$ cat config.mk
export PLATFORM = sky130hd
export DESIGN_NAME = rvee_scoreboard
export DESIGN_NICKNAME = d
export VERILOG_FILES = /design/src/rtl/rvee_scoreboard.sv
export SDC_FILE = /design/constraint.sdc
export NUM_CORES = 1
export LEC_CHECK = 0
export CAP_MARGIN = 20
export CORE_MARGIN = 1
export CORE_UTILIZATION = 40
export DETAILED_ROUTE_END_ITERATION = 8
export PLACE_DENSITY = 0.64
export SLEW_MARGIN = 0
export SYNTH_ARGS = -nofsm -noshare
export SYNTH_HDL_FRONTEND = slang
export SYNTH_SLANG_ARGS = --single-unit
$ cat constraint.sdc
create_clock -name clk -period 7.7 [get_ports clk]
set_input_delay 0.77 -clock clk [delete_from_list [all_inputs] [get_ports clk]]
set_output_delay 0.77 -clock clk [all_outputs]
set_load 0.01 [all_outputs]
$ cat src/rtl/rvee_scoreboard.sv
// Register scoreboard for the RVee pipeline: a DEPTH-entry table of in-flight
// register writers with per-entry result-latency countdowns, queried by decode.
module rvee_scoreboard #(
    parameter int XLEN  = 32,
    parameter int DEPTH = 4,
    parameter int LAT_W = 3,
    parameter int TAG_W = $clog2(DEPTH)
) (
    input  logic                         clk,
    input  logic                         rst_n,

    input  logic                         issue_valid,
    input  logic                         issue_rd_we,
    input  logic [4:0]                   issue_rd,
    input  logic [LAT_W-1:0]             issue_lat,
    output logic                         issue_ready,
    output logic                         issue_alloc,
    output logic [TAG_W-1:0]             issue_tag,

    input  logic [4:0]                   chk_rs1,
    input  logic [4:0]                   chk_rs2,
    input  logic                         chk_rs1_used,
    input  logic                         chk_rs2_used,
    output logic                         hazard,
    output logic                         fwd_rs1_hit,
    output logic                         fwd_rs2_hit,
    output logic [TAG_W-1:0]             fwd_rs1_tag,
    output logic [TAG_W-1:0]             fwd_rs2_tag,

    input  logic                         wb_valid,
    input  logic [TAG_W-1:0]             wb_tag,
    input  logic [DEPTH-1:0]             flush_mask,

    output logic [$clog2(DEPTH+1)-1:0]   occupancy,
    output logic                         err
);

    localparam int OCC_W = $clog2(DEPTH+1);

    // An out-of-range configuration never accepts new writers.
    localparam bit CFG_OK = (XLEN > 0) && (DEPTH >= 2) && (DEPTH <= 16) &&
                            (TAG_W == $clog2(DEPTH)) && (LAT_W >= 1);

    logic [DEPTH-1:0] v_q,   v_d;
    logic [4:0]       rd_q  [DEPTH];
    logic [4:0]       rd_d  [DEPTH];
    logic [LAT_W-1:0] cnt_q [DEPTH];
    logic [LAT_W-1:0] cnt_d [DEPTH];
    logic [OCC_W-1:0] occ_q, occ_d;
    logic             err_q, err_d;

    logic             alloc_req;
    logic             full;
    logic             waw;
    logic             wb_hit;
    logic [TAG_W-1:0] free_tag;

    // Free-entry priority encode, WAW detection and retire-target validity.
    always_comb begin
        alloc_req = issue_valid && issue_rd_we && (issue_rd != 5'd0);
        full      = 1'b1;
        waw       = 1'b0;
        wb_hit    = 1'b0;
        free_tag  = '0;
        for (int i = DEPTH - 1; i >= 0; i--) begin
            if (!v_q[i]) begin
                full     = 1'b0;
                free_tag = TAG_W'(i);
            end
            if (v_q[i] && (rd_q[i] == issue_rd)) begin
                waw = 1'b1;
            end
            if (v_q[i] && (wb_tag == TAG_W'(i))) begin
                wb_hit = 1'b1;
            end
        end
    end

    always_comb begin
        issue_ready = CFG_OK && !(alloc_req && (full || waw));
        issue_alloc = alloc_req && issue_ready;
        issue_tag   = free_tag;
    end

    // Operand queries see registered state only, never this cycle's allocation.
    always_comb begin
        hazard      = 1'b0;
        fwd_rs1_hit = 1'b0;
        fwd_rs2_hit = 1'b0;
        fwd_rs1_tag = '0;
        fwd_rs2_tag = '0;
        for (int i = 0; i < DEPTH; i++) begin
            if (v_q[i] && chk_rs1_used && (chk_rs1 != 5'd0) && (rd_q[i] == chk_rs1)) begin
                if (cnt_q[i] != '0) begin
                    hazard = 1'b1;
                end else begin
                    fwd_rs1_hit = 1'b1;
                    fwd_rs1_tag = TAG_W'(i);
                end
            end
            if (v_q[i] && chk_rs2_used && (chk_rs2 != 5'd0) && (rd_q[i] == chk_rs2)) begin
                if (cnt_q[i] != '0) begin
                    hazard = 1'b1;
                end else begin
                    fwd_rs2_hit = 1'b1;
                    fwd_rs2_tag = TAG_W'(i);
                end
            end
        end
    end

    // Per-entry next state: allocate > retire > flush > countdown.
    always_comb begin
        v_d   = v_q;
        occ_d = '0;
        err_d = err_q || (wb_valid && !wb_hit);
        for (int i = 0; i < DEPTH; i++) begin
            rd_d[i]  = rd_q[i];
            cnt_d[i] = (v_q[i] && (cnt_q[i] != '0)) ? (cnt_q[i] - LAT_W'(1)) : cnt_q[i];
            if (issue_alloc && (free_tag == TAG_W'(i))) begin
                v_d[i]   = 1'b1;
                rd_d[i]  = issue_rd;
                cnt_d[i] = issue_lat;
            end else if (wb_valid && (wb_tag == TAG_W'(i))) begin
                v_d[i] = 1'b0;
            end else if (flush_mask[i]) begin
                v_d[i] = 1'b0;
            end
        end
        for (int i = 0; i < DEPTH; i++) begin
            occ_d = occ_d + OCC_W'(v_d[i]);
        end
    end

    always_ff @(posedge clk or negedge rst_n) begin
        if (!rst_n) begin
            v_q   <= '0;
            occ_q <= '0;
            err_q <= 1'b0;
            for (int i = 0; i < DEPTH; i++) begin
                rd_q[i]  <= '0;
                cnt_q[i] <= '0;
            end
        end else begin
            v_q   <= v_d;
            occ_q <= occ_d;
            err_q <= err_d;
            for (int i = 0; i < DEPTH; i++) begin
                rd_q[i]  <= rd_d[i];
                cnt_q[i] <= cnt_d[i];
            end
        end
    end

    assign occupancy = occ_q;
    assign err       = err_q;

endmodule

==> results.json, run 1 <==
{
  "outcome": "finished clean",
  "nFillCells": 651,
  "swShare_pct": 33.9,
  "async_flop_share_pct": 100,
  "seq_power_share_pct": 42.5,
  "leakagePower_nw": 1.44,
  "slowest_delay_ps": 700,
  "antenna_left": 0,
  "hp-class": "register to register",
  "netlist_area_sq_um": 2960,
  "clkPwrFrac_pct": 23.5,
  "irDropWorstVdd_mv": 0.0882,
  "p_per_area_nw_per_um2": 216,
  "drtPass1Iterations": 4,
  "fin_area_sq_um": 3520,
  "wl_mm": 6.87,
  "overflow": 0,
  "dieHeight_microns": 88.0,
  "clkTransAtPathRegs_ps": 90,
  "fmax_ghz": 0.228,
  "io_pins": 46,
  "dieWidth_microns": 88.0,
  "dp_hpwl_mm": 5.47,
  "areaGrowthSynthToFinish_pct": 19.1,
  "grt_pass1_vias": 2198,
  "grt_pass1_wl_mm": 11.2,
  "dieArea_sq_um": 7740,
  "synth_nets": 340,
  "cts_resized": 0,
  "cap_violations": 0,
  "core_sq_um": 6980,
  "drive_gt1_share_pct": 13.0,
  "cts_buffers": 5,
  "m1WireLength_mm": 3.24,
  "row_count": 30,
  "hold_viol_final": 0,
  "wl_per_cell_microns": 16.1,
  "end_kind": "register",
  "skew_ps": 5.60,
  "post-cts-setup-buffers": 0,
  "io_buffer_count": 45,
  "grt_max_degree": 41,
  "r2r_cells": 9,
  "antenna_found_initial": 0,
  "met2WireLength_mm": 3.32,
  "crit_type": "input port to register",
  "clockBufferDepth": 2,
  "clock_latency_ps": 300,
  "ys.flop_type": "dfrtp_1",
  "slew_headroom_pct": 40.1,
  "p_sw_mw": 0.259,
  "grtUsageTotal_pct": 19.2,
  "p_int_mw": 0.503,
  "fin_tns_setup_ps": 0,
  "crit_chain": "clkdlybuf4s50_1 -> xor2_1 -> nor4_1 -> and3_1 -> nor4_1 -> nand4_1 -> and2_1 -> fa_1 -> inv_1 -> ha_1 -> ha_1",
  "crit_arrival_ps": 4560,
  "ys_seq_elements": 40,
  "htreeDepth": 2,
  "dr.max_layer_used": "met4",
  "met3WireLength_microns": 246,
  "yosys_warnings": 0,
  "layout_setup_ws_ps": 3320,
  "power_frac_comb_pct": 34.0,
  "required_ps": 7880,
  "cts_tree": "yes",
  "whs_path_depth": 1,
  "hold_buffers": 0,
  "cts_num_sinks": 40,
  "syn_inst": 298,
  "setup_violations": 0,
  "rsz0062_at_grt": "false",
  "synthDistinctLibCells": 40,
  "place_area_sq_um": 3410,
  "num_vias": 2192,
  "cp_max_fo": 10,
  "finalNetCount": 373,
  "synth_area_per_cell_sq_um": 9.93,
  "cp-start-kind": "input port",
  "layout_min_cycle_time_ps": 4380,
  "slowest_stage": "clkdlybuf4s50_1",
  "slew_violations": 0,
  "synth-edff-count": 0,
  "root_buffer": "clkbuf_8",
  "num_antenna_cells": 0,
  "start_util_pct": 42.4,
  "drt_iter0_markers": 102,
  "gp_congestion": 0.847,
  "post-route-drc-count": 0,
  "worstMarginPinSlew_ps": 898,
  "dpl_worst_slack_ps": 3050,
  "ys_seq_area_share_pct": 33.8,
  "finalCritPeriodShare_pct": 56.8,
  "viasPerCell": 5.12
}
[through the flow]
| step | total power [mW] | util (%) | hold slack (ps) | cells |
|---|---|---|---|---|
| after floorplan | 0.510 | - | 474 | 298 |
| after CTS | 0.770 | 50.4 | 495 | 428 |
| after global placement | 0.580 | 48.8 | 461 | 420 |
| after global routing | 0.813 | 50.4 | 515 | 428 |
| after detailed placement | 0.589 | 48.8 | 467 | 420 |
| final | 0.762 | 50.4 | 496 | 428 |
[area by class of cell]
cell class | count | area, sq um | area share [%]
well taps | 96 | 120 | 3.41
clock buffers | 5 | 68.8 | 1.95
inverters | 16 | 60.1 | 1.71
flip-flops and latches | 40 | 1000 | 28.4
repair buffers | 45 | 445 | 12.6
multi-input cells | 223 | 1780 | 50.6
clock inverters | 3 | 46.3 | 1.31
[state kept, by name (all words and copies together) (netlist names)]
signal and flops:
v_q 4, cnt_q 12, rd_q 20, occupancy 3, err 1
[per-layer routing]
layer,vias to the layer above,GRT usage [%]
met5,-,0
met4,0,5.37
met3,6,3.49
met2,43,32.1
met1,1057,25.5
li1,1086,-
[placed cells by master, fill, tap and decap left out, drive strengths merged]
cell and n:
or4 3, nand2b 8, a21oi 3, xor2 15, clkdlybuf4s50 44, mux4 1
nor4 9, nor3b 1, fa 1, xnor2 52, nor2 4, nand3 7
mux2 29, and3 2, nand3b 1, or3 2, nand2 17, inv 17
o21ai 14, dfrtp 40, o21bai 2, o311a 1, nor3 10, a221o 1
a311o 1, nand4 12, ha 10, a21boi 2, buf 1, clkbuf 5
or2 1, clkinvlp 1, a21o 2, nor2b 4, bufinv 1, and2 3
a31oi 5
[cell usage after synthesis (9+ instances only)]
master    instances  area share (%)
inv_1            16             2.0
nand4_1          12             2.5
dfrtp_1          40              34
xnor2_1          52              15
clkbuf_1         12             1.5
xor2_1           15             4.4
mux2_2           21             8.0
nand2_1          17             2.2
o21ai_0          12             2.0
nor4_1            9             1.9
ha_1             10             4.2
[critical path, delay by kind of cell]
family | cells | cell delay [ps]
xor+xnor | 1 | 200
simple gates | 5 | 1880
fa+ha+maj | 3 | 950
buf+inv | 2 | 740
[worst paths after layout]
check                                 start                endpoint  slack [ps]
hold reg to reg               err$_DFF_PN0_           err$_DFF_PN0_         500
setup reg to reg           v_q[2]$_DFF_PN0_  occupancy[1]$_DFF_PN0_        4030
min in group asynchronous             rst_n    cnt_q[9]$_DFFE_PN0P_         590
hold / removal                err$_DFF_PN0_           err$_DFF_PN0_         500
max in group asynchronous             rst_n     rd_q[6]$_DFFE_PN0P_        6550
setup / recovery                issue_rd[1]  occupancy[1]$_DFF_PN0_        3320
[logic make-up after synthesis]
family | after synthesis | share of synthesized area (%)
and+or+nand+nor | 84 | 16.2
xor gates and xnor gates | 67 | 19.8
DFF | 40 | 33.8
buffers and inverters | 35 | 5.96
AOI/OAI and AO/OA | 31 | 6.47
muxes | 30 | 12.8
adders and majority gates | 11 | 4.91
[power by group through the flow]
| stage | Clock [mW] | Sequential (mW) | Combinational (mW) |
|---|---|---|---|
| after floorplan | 0 | 0.307 | 0.203 |
| after global placement | 0 | 0.326 | 0.254 |
| after detailed placement | 0 | 0.327 | 0.261 |
| after CTS | 0.183 | 0.323 | 0.263 |
| after global routing | 0.191 | 0.332 | 0.289 |
| final | 0.179 | 0.324 | 0.259 |
Power figures use the tool's default switching activity.
==> run 2, diff against run 1 <==
PLACE_DENSITY = 0.67   (was 0.64)
clock period = 3.85 ns   (was 7.7 ns; I/O delays follow)
==> run 2 against run 1 <==
  * Register-to-register slack lost 3300 ps
  * Die area is the same
  * Clock-buffer cell count grew 1
  * Sequential cell count is the same
  * Clock power grew 49%
  * Sequential share of layout area shrank 0.42 points
  * Via count grew 6.0%
  * Core utilization grew 0.75 points
  * Largest power group unchanged
==> results.json, run 2 (synthesis gave the netlist of run 1 again) <==
{
  "outcome": "finished clean",
  "required_ps": 3460,
  "start_util_pct": 42.4,
  "finalCritPeriodShare_pct": 89.3,
  "finalNetCount": 385,
  "post-cts-setup-buffers": 0,
  "cp-start-kind": "input port",
  "place_inst": 432,
  "setup_violations": 0,
  "slew_violations": 0,
  "grtUsageTotal_pct": 21.7,
  "end_kind": "primary output",
  "grt_pass1_wl_mm": 12.2,
  "root_buffer": "clkbuf_8",
  "drtPass1Iterations": 4,
  "skew_ps": 8.61,
  "final_cell_mix": "xnor2_1 (52), clkdlybuf4s50_1 (44), dfrtp_1 (40)",
  "grt_pass1_vias": 2308,
  "cts_tree": "yes",
  "worstMarginPinSlew_ps": 905,
  "largest_reg_flops": 20,
  "slew_headroom_pct": 39.7,
  "irDropWorstVdd_mv": 0.303,
  "hold_buffers": 0,
  "crit_chain": "clkdlybuf4s50_1 -> or4_1 -> o21ai_1 -> nor4_1 -> or2_2 -> a221o_1 -> clkdlybuf4s50_1",
  "layout_min_cycle_time_ps": 3440,
  "nFillCells": 669,
  "largest-register": "rd_q",
  "viasPerCell": 5.29,
  "instances_no_fill": 439,
  "crit_path_end": "fwd_rs2_hit",
  "fmax_ghz": 0.291,
  "setup.worst_path.start": "chk_rs2[0]",
  "dieWidth_microns": 88.0,
  "dp_hpwl_mm": 5.84,
  "fin_tns_setup_ps": 0,
  "dieArea_sq_um": 7740,
  "finalPower_mw": 1.44,
  "leakagePower_nw": 1.48,
  "wl_per_cell_microns": 17.1,
  "cap_violations": 0,
  "wl_mm": 7.50,
  "cts_resized": 0,
  "io_buffer_count": 45,
  "layout_setup_ws_ps": 412,
  "cts_buffers": 5,
  "num_antenna_cells": 0,
  "gp_congestion": 0.889,
  "reg2reg_slack_ps": 700,
  "htreeDepth": 2,
  "drt_iter0_markers": 153,
  "crit_top_cell": "clkdlybuf4s50_1",
  "cp_max_fo": 6,
  "num_vias": 2323,
  "slowest_stage": "or4_1",
  "final_common_cell": "xnor2_1",
  "hp-class": "input port to async pin",
  "cts_num_sinks": 40,
  "p_per_area_nw_per_um2": 404,
  "io_pins": 46,
  "rr_startpoint": "v_q[2]$_DFF_PN0_",
  "dpl_worst_slack_ps": 182,
  "crit_type": "input port to primary output",
  "reg.largest.list": "rd_q: 20 flops, cnt_q: 12 flops, v_q: 4 flops",
  "r2r_cells": 9,
  "grt_max_degree": 41,
  "areaGrowthSynthToFinish_pct": 20.9,
  "core_sq_um": 6980,
  "drive_gt1_share_pct": 15.5,
  "dieHeight_microns": 88.0,
  "hold_viol_final": 0,
  "row_count": 30,
  "crit_arrival_ps": 3050,
  "clock_latency_ps": 290,
  "antenna_found_initial": 0,
  "clkTransAtPathRegs_ps": 80,
  "overflow": 0,
  "r2r-end": "occupancy[1]$_DFF_PN0_",
  "slowest_delay_ps": 580,
  "antenna_left": 0,
  "rsz0062_at_grt": "false",
  "post-route-drc-count": 0,
  "clockBufferDepth": 2
}
-- run 2: how the worst min path moves through the flow --
stage          slack [ps]  cells after the start          start                    to
6_report              210                      1          rst_n  cnt_q[6]$_DFFE_PN0P_
5_1_grt               300                      1          rst_n         err$_DFF_PN0_
4_1_cts               270                      1          rst_n         err$_DFF_PN0_
3_5_place_dp          470                      1  err$_DFF_PN0_         err$_DFF_PN0_
3_3_place_gp          460                      1  err$_DFF_PN0_         err$_DFF_PN0_
2_1_floorplan          90                      0          rst_n  cnt_q[0]$_DFFE_PN0P_
-- run 2: layout make-up --
cell class / instances / area (sq um) / area share (%)
Tap cell: 96 / 120 / 3.36
Sequential cell: 40 / 1000 / 28.0
Clock buffer: 6 / 72.6 / 2.03
Inverter: 16 / 60.1 / 1.68
Timing Repair Buffer: 57 / 536 / 15.0
Clock inverter: 1 / 5.00 / 0.140
Multi-Input combinational cell: 223 / 1780 / 49.8
-- run 2: per-stage QoR --
step / util (%) / hold WS (ps) / instance area [sq um]
3_5_place_dp: 50.1 / 468 / 3500
4_1_cts: 51.2 / 266 / 3570
5_1_grt: 51.2 / 297 / 3570
6_report: 51.2 / 213 / 3570
3_3_place_gp: 50.1 / 462 / 3500
2_1_floorplan: - / 89.4 / 2960
-- run 2: worst max-delay path: cells and delay by family --
kind | cells | cell delay (ps)
AO/OA/AOI/OAI | 2 | 610
buffers and inverters | 2 | 1030
AND/OR/NAND/NOR | 3 | 1030
-- run 2: metal layers --
metal | part of all wire (%) | vias up | global-route usage, %
met4 | 1.8 | 0 | 6.56
met3 | 5.1 | 10 | 3.39
met1 | 50 | 1123 | 32.5
li1 | - | 1111 | -
met5 | 0 | - | 0
met2 | 43 | 79 | 31.9
-- run 2: where the power goes --
group	internal [mW]	switching (mW)	total, mW
combinational	0.300	0.227	0.527
sequential	0.518	0.132	0.651
clock	0.123	0.143	0.267
==> edit, RTL diff (settings of run 2) <==
Take the reset off `v_q` and load it in a clocked block of its own.
--- a/src/rtl/rvee_scoreboard.sv
+++ b/src/rtl/rvee_scoreboard.sv
@@ -136,3 +136,2 @@
         if (!rst_n) begin
-            v_q   <= '0;
             occ_q <= '0;
@@ -144,3 +143,2 @@
         end else begin
-            v_q   <= v_d;
             occ_q <= occ_d;
@@ -154,2 +152,6 @@
 
+    always_ff @(posedge clk) begin
+        v_q <= v_d;
+    end
+
     assign occupancy = occ_q;
Behaviour: not the same (Yosys sat finds a counterexample within 4 cycles, from zero or initial values and one cycle with rst_n low).
==> edit against run 2 <==
- worst hold slack better by 270 ps
- first-iteration DRC count down 29%
- setup slack worse by 71 ps
- synthesized cell count unchanged
- fmax down 2.0%
- sequential power down 1%
- synthesized area down 0.68%
- power up 0.22%
- final cell count up 0.91%
- wire length down 2.9%
- die area down 0.66%
- register-to-register slack better by 110 ps
- sequential cell count unchanged
- cell area up 0.31%
- critical endpoint unchanged
- largest power group unchanged
==> edit: results (changes against run 2) <==
metric,value,unit,change
wl,7.29,mm,-2.9%
met1_usage,0.280,,-0.0452
fp.dieArea,7690,um^2,-0.66%
vias_per_cell,5.16,,-2.5%
power,1450,uW,+0.22%
clock_cell_area_share,0.0227,,+0.000979
p_leak,0.00148,uW,-0.36%
clock_buffers,7,,+1
post-dp-hpwl,5.67,mm,-2.9%
seq_area_frac_synth,0.334,,-0.00451
rrSetupSlack,810,ps,+110 ps
use_met2,0.345,,+0.0261
synth_area_leaders,"dfrtp_1 (31%), xnor2_1 (16%), mux2_2 (8.0%)",,
hp-class,reg -> reg,,
wl_met3,282,um,-26%
max_freq,285,MHz,-2.0%
place_area,3500,um^2,+0.21%
layout-drive-gt1-share,0.159,,+0.00398
cts_max_level,2,,unchanged
fin_skew,2.72,ps,-5.89 ps
dr.first_iter.drc_count,108,,-29%
vias,2286,,-1.6%
gr-usage-met3,0.0358,,+0.00189
fillers,660,,-1.3%
max_stage_delay,540,ps,-40 ps
status,"complete, no violations",,
seq_share,0.274,,-0.00646
nets,388,,+0.78%
worstReg2RegStart,rd_q[1]$_DFFE_PN0P_,,
grt_max_degree,37,,-9.8%
grt_pass1_wl,12.0,mm,-2.2%
critical_path.top_delay_family,simple AND/OR/NAND/NOR gates,,
pre_cts_slack,143,ps,-39.0 ps
ys_types,41,,+2.5%
buffer_area_frac,0.157,,+0.00721
wl_met2,3.40,mm,+5.0%
fin_hold_ws,483,ps,+271 ps
dp.cells,435,,+0.69%
m1WireLength,3.50,mm,-6.6%
syn-num-nets,340,,unchanged
arrival,3120,ps,+70 ps
worstMarginPinSlew,554,ps,-351 ps
ys_top_cells_by_count,"xnor2_1 (52), dfrtp_1 (36), mux2_2 (21)",,
gp_congestion,0.829,,-6.8%
signal_buffers,60,,+5.3%
grt_usage,0.209,,-0.00758
cts.sinks,40,,unchanged
p_seq_frac,0.444,,-0.006
inv_count,16,,unchanged
ir_drop,0.000227,V,-25%
p_sw,500,uW,-0.56%
[edit: cell types whose count changed in the layout (fill, tap and decap cells not counted)]
cell / change
clkdlybuf4s50_1: +1
dfrtp_1: -4
buf_4: +3
buf_2: -1
clkbuf_1: +1
dfxtp_1: +4
[edit: kinds of logic after synthesis]
| family | synth area share |
|---|---|
| AO/OA/AOI/OAI | 0.0652 |
| XOR/XNOR | 0.200 |
| adder cells (fa/ha/maj) | 0.0494 |
| buffers and inverters | 0.0600 |
| flip-flops | 0.334 |
| multiplexers | 0.129 |
| AND/OR/NAND/NOR | 0.163 |
[edit: final timing paths]
kind,endpoint,depth (start not counted)
min in group asynchronous,err$_DFF_PN0_,2
hold / removal,err$_DFF_PN0_,1
setup / recovery,fwd_rs2_hit,7
hold reg to reg,err$_DFF_PN0_,1
setup reg to reg,occupancy[1]$_DFF_PN0_,10
max in group asynchronous,rd_q[14]$_DFFE_PN0P_,2
